### src/rtl/tq_trans_seq.sv
// tq_trans_seq: sequencer for the two-pass (row, then column) transform datapath.
// It latches the block size and direction, counts rows through both passes, waits
// for the transpose memory between passes, and tracks in-flight rows through a
// fixed-latency datapath to produce output valid/index and a block-done pulse.
`timescale 1ns/1ps

module tq_trans_seq #(
    parameter int LAT = 4
) (
    input  logic       clk,
    input  logic       rst_n,
    input  logic       i_start,
    input  logic [1:0] i_size,
    input  logic       i_inverse,
    input  logic       i_valid,
    input  logic       i_tm_ready,
    output logic       o_ready,
    output logic       o_busy,
    output logic       o_pass,
    output logic       o_en8,
    output logic       o_en16,
    output logic       o_en32,
    output logic       o_inverse,
    output logic       o_tm_rd,
    output logic [4:0] o_row_idx,
    output logic       o_valid,
    output logic [4:0] o_out_idx,
    output logic       o_done
);

    typedef enum logic [2:0] {
        IDLE,
        ROW,
        DRAIN_R,
        WAIT_TM,
        COL,
        DRAIN_C,
        DONE
    } state_t;

    state_t state, state_nxt;

    logic [1:0] size_q;
    logic       inv_q;
    logic [4:0] cnt;
    logic [2:0] dcnt;
    logic [4:0] last_idx;
    logic       dcnt_last;
    logic       issue;
    logic       cfg_load;
    logic       cnt_clr;
    logic       cnt_inc;
    logic       dcnt_clr;
    logic       dcnt_inc;

    logic [LAT-1:0]      pipe_v;
    logic [LAT-1:0][4:0] pipe_idx;

    assign dcnt_last = (dcnt == 3'(LAT - 1));

    assign o_busy    = (state != IDLE);
    assign o_en8     = (size_q != 2'd0);
    assign o_en16    = size_q[1];
    assign o_en32    = &size_q;
    assign o_inverse = inv_q;
    assign o_valid   = pipe_v[LAT-1];
    assign o_out_idx = pipe_idx[LAT-1];

    // Index of the last row in a pass, derived from the latched block size.
    always_comb begin
        last_idx = 5'd31;
        case (size_q)
            2'd0:    last_idx = 5'd3;
            2'd1:    last_idx = 5'd7;
            2'd2:    last_idx = 5'd15;
            default: last_idx = 5'd31;
        endcase
    end

    // State register; an asynchronous reset aborts any block in progress.
    always_ff @(posedge clk or negedge rst_n) begin
        if (!rst_n) begin
            state <= IDLE;
        end else begin
            state <= state_nxt;
        end
    end

    // Next-state decode plus per-state outputs and counter controls.
    always_comb begin
        state_nxt = state;
        issue     = 1'b0;
        cfg_load  = 1'b0;
        cnt_clr   = 1'b0;
        cnt_inc   = 1'b0;
        dcnt_clr  = 1'b0;
        dcnt_inc  = 1'b0;
        o_ready   = 1'b0;
        o_pass    = 1'b0;
        o_tm_rd   = 1'b0;
        o_done    = 1'b0;
        o_row_idx = 5'd0;
        case (state)
            IDLE: begin
                if (i_start) begin
                    cfg_load  = 1'b1;
                    cnt_clr   = 1'b1;
                    state_nxt = ROW;
                end
            end
            ROW: begin
                o_ready   = 1'b1;
                o_row_idx = cnt;
                if (i_valid) begin
                    issue = 1'b1;
                    if (cnt == last_idx) begin
                        dcnt_clr  = 1'b1;
                        state_nxt = DRAIN_R;
                    end else begin
                        cnt_inc = 1'b1;
                    end
                end
            end
            DRAIN_R: begin
                if (dcnt_last) begin
                    state_nxt = WAIT_TM;
                end else begin
                    dcnt_inc = 1'b1;
                end
            end
            WAIT_TM: begin
                if (i_tm_ready) begin
                    cnt_clr   = 1'b1;
                    state_nxt = COL;
                end
            end
            COL: begin
                o_pass    = 1'b1;
                o_tm_rd   = 1'b1;
                o_row_idx = cnt;
                issue     = 1'b1;
                if (cnt == last_idx) begin
                    dcnt_clr  = 1'b1;
                    state_nxt = DRAIN_C;
                end else begin
                    cnt_inc = 1'b1;
                end
            end
            DRAIN_C: begin
                o_pass = 1'b1;
                if (dcnt_last) begin
                    state_nxt = DONE;
                end else begin
                    dcnt_inc = 1'b1;
                end
            end
            DONE: begin
                o_pass    = 1'b1;
                o_done    = 1'b1;
                state_nxt = IDLE;
            end
            default: begin
                state_nxt = IDLE;
            end
        endcase
    end

    // Block configuration, held until the next accepted start (not cleared on done).
    always_ff @(posedge clk or negedge rst_n) begin
        if (!rst_n) begin
            size_q <= 2'd0;
            inv_q  <= 1'b0;
        end else if (cfg_load) begin
            size_q <= i_size;
            inv_q  <= i_inverse;
        end
    end

    // Row counter (cleared on each pass entry) and drain-cycle counter.
    always_ff @(posedge clk or negedge rst_n) begin
        if (!rst_n) begin
            cnt  <= 5'd0;
            dcnt <= 3'd0;
        end else begin
            if (cnt_clr) begin
                cnt <= 5'd0;
            end else if (cnt_inc) begin
                cnt <= cnt + 5'd1;
            end
            if (dcnt_clr) begin
                dcnt <= 3'd0;
            end else if (dcnt_inc) begin
                dcnt <= dcnt + 3'd1;
            end
        end
    end

    // LAT-deep {valid, idx} delay line mirroring rows travelling through the datapath.
    always_ff @(posedge clk or negedge rst_n) begin
        if (!rst_n) begin
            pipe_v   <= '0;
            pipe_idx <= '0;
        end else begin
            pipe_v[0]   <= issue;
            pipe_idx[0] <= issue ? cnt : 5'd0;
            for (int i = 1; i < LAT; i++) begin
                pipe_v[i]   <= pipe_v[i-1];
                pipe_idx[i] <= pipe_idx[i-1];
            end
        end
    end

endmodule
### config.mk
export PLATFORM = sky130hd
export DESIGN_NAME = tq_trans_seq
export DESIGN_NICKNAME = d
export VERILOG_FILES = /design/src/rtl/tq_trans_seq.sv
export SDC_FILE = /design/constraint.sdc
export NUM_CORES = 1
export LEC_CHECK = 0
export ABC_CLOCK_PERIOD_IN_PS = 3850
export CORE_AREA = 8 8 61 88
export DETAILED_ROUTE_END_ITERATION = 16
export DIE_AREA = 0 0 69 96
export PLACE_DENSITY_LB_ADDON = 0.08
export SYNTH_ARGS = -nofsm -noshare
export SYNTH_HDL_FRONTEND = slang
export SYNTH_SLANG_ARGS = --single-unit
### constraint.sdc
create_clock -name clk -period 3.85 [get_ports clk]
set_input_delay 0.9625 -clock clk [delete_from_list [all_inputs] [get_ports clk]]
set_output_delay 0.9625 -clock clk [all_outputs]
set_load 0.1 [all_outputs]
==> out/results.tsv <==
metric	value	unit
globalRouteTotalUtil	9.431	%
synth-main-ff-cell	dfrtp_1	
synth_seq_cells	38	
antenna_left	0	
period_needed	3053	ps
root_buffer	clkbuf_8	
crit_fanout	16	
endpoint_kind	output pin	
worstRegToRegCells	5	
core	4136	um2
area_growth	22.88	%
slew_headroom	34.48	%
num_antenna_cells	0	
setup.worst_path.start	state[2]	
viasPerCell	5.166	
path_depth	4	
design.die.area	6624	um2
grt_max_degree	39	
syn_avg_cell_area	11.88	um2
n_fill_cell	414	
start_util	38.20	%
num_vias	1059	
grt_pass1_vias	1094	
cap_viol_max_count	0	
cts_sinks	38	
crit_chain	or2b_2, a21oi_1, and2_2, buf_4	
final_util	46.94	%
synth.yosys.seq_area_share	60.17	%
wirelength	3000	um
finalHoldViolCount	0	
h-tree-depth	2	
tritoncts	done	
rr_startpoint	size_q[1]	
yosys_warnings	0	
antenna_found_initial	0	
cpPeakStageDelay	610	ps
io_pins	28	
clk_pin_slew_worst_paths	80	ps
port_buffers	27	
yosysMostFrequentCell	dfrtp_1	
rsz0062_at_grt	false	
instances_no_fill	205	
drtIter0Drc	39	
synth_cell_type_count	37	
postCtsHoldBufs	0	
drc_errors	0	
tns	0	ps
grt_pass1_wl	5092	um
arrival	2090	ps
reg2reg_to	dcnt[2]	
synthArstFlopShare	100.0	%
ys_top_cells_by_count	dfrtp_1, nor2_1, and2_1, nand2_1	
drt_first_pass_iters	4	
syn_nets	144	
die-height	96	um
drv_slew	0	
worst_slew_pin_slew	979.8	ps
clk_latency	290	ps
num_rows	29	
wl_per_cell	14.63	um
crit_family	flip-flops	
cp.required	2890	ps
critPathSlowestCell	dfrtp_1	
holdWs	348.8	ps
placed_cells	197	
cts_resized	0	
netlist_instances	133	
post-synth-top-area-cell	dfrtp_1	
critical_path_class	reg2out	
path_buf_inv	1	
hold_class	reg2reg	
seqCellArea	950.9	um2
r2r_slack	1800	ps
yosysTopAreaCellShare	60.17	%
finalSetupViolations	0	
crit_path_end	o_row_idx[4]	
ys_top_cells_by_area	dfrtp_1, and2_1, mux2_2, nor2_1, mux2i_1	
clock.fmax	327.5	MHz
cts_buffers	5	
multiInputGateArea	566.8	um2
drive_above_1_share	19.50	%
post-dp-hpwl	2168	um
gp_congestion	0.7525	
synth_area	1580	um2
grt_overflow_total	0	
cts.path.max_buffers	2	
cp-start-kind	flip-flop	
cts_setup_buffers	0	
fp.dieW	69	um
final_nets	169	
period_share	79.31	%
fin_skew	6.413	ps
status	complete, no violations	
synth-edff-count	0	
[kinds of logic after synthesis]
group | share of synthesized area [%]
AOI/OAI and AO/OA | 10.37
xor gates and xnor gates | 1.663
adders and majority gates | 2.376
buffers and inverters | 4.275
DFF | 60.17
muxes | 5.384
and+or+nand+nor | 15.76
[worst min-delay path by stage]
stage | start | cells past startpoint | endpoint | slack (ps)
finish | pipe_idx[0] | 0 | pipe_idx[5] | 350
global route | pipe_idx[3] | 0 | pipe_idx[8] | 360
CTS | pipe_v[1] | 0 | pipe_v[2] | 350
detailed placement | pipe_v[1] | 0 | pipe_v[2] | 330
global placement | pipe_idx[13] | 0 | o_out_idx[3] | 330
floorplan | pipe_idx[10] | 0 | o_out_idx[0] | 330
[registers in the layout (all words and copies together) (netlist names)]
signal     count
pipe_idx      15
cnt            5
o_out_idx      5
pipe_v         4
dcnt           3
state          3
size_q         2
o_inverse      1
[placed cells by master (no fill, tap or decap), types with 2 or more instances in the layout]
| cell type | n |
|---|---|
| inv_1 | 4 |
| or2b_2 | 2 |
| ha_1 | 3 |
| nand2_1 | 8 |
| clkdlybuf4s50_1 | 15 |
| clkbuf_8 | 5 |
| nand2b_1 | 4 |
| and2_2 | 2 |
| dfrtp_1 | 38 |
| mux2i_1 | 4 |
| nand3_1 | 2 |
| buf_4 | 11 |
| nor2_1 | 11 |
| xnor2_1 | 3 |
| a211oi_1 | 3 |
| a21oi_1 | 3 |
| mux2_2 | 4 |
| clkinvlp_4 | 2 |
| nand4_1 | 2 |
| o21ai_0 | 5 |
| and2_1 | 8 |
[metal layers]
metal	wire length [um]	vias up	global-route usage [%]
met1	1198	520	9.334
met3	182	9	3.509
li1	-	498	-
met5	0	-	0
met4	88	0	5.832
met2	1531	32	16.58
[per-stage QoR]
stage | worst slack [ps] | instance area (um2)
2_1_floorplan | 709.7 | 1585
3_3_place_gp | 1166 | 1828
3_5_place_dp | 1112 | 1828
4_1_cts | 790.0 | 1942
5_1_grt | 686.0 | 1942
6_report | 796.7 | 1942
[cell type report]
type | instances | share of cell area [%]
well taps | 46 | 2.964
clock inverters | 3 | 2.320
multi-input cells | 82 | 29.19
inverters | 4 | 0.7732
repair buffers | 27 | 12.24
clock buffers | 5 | 3.544
flip-flops and latches | 38 | 48.97
[worst reg2reg max path, stage by stage, from the launching register on]
cell      delay (ps)
dfrtp_1          440
or2_2            330
o31ai_1          550
nand3_1          250
nor2_1           270
a211oi_1          90
Power is left out: the tool's default activity adds up to more than one toggle a clock period on the data nets, which glitch-free logic cannot reach.
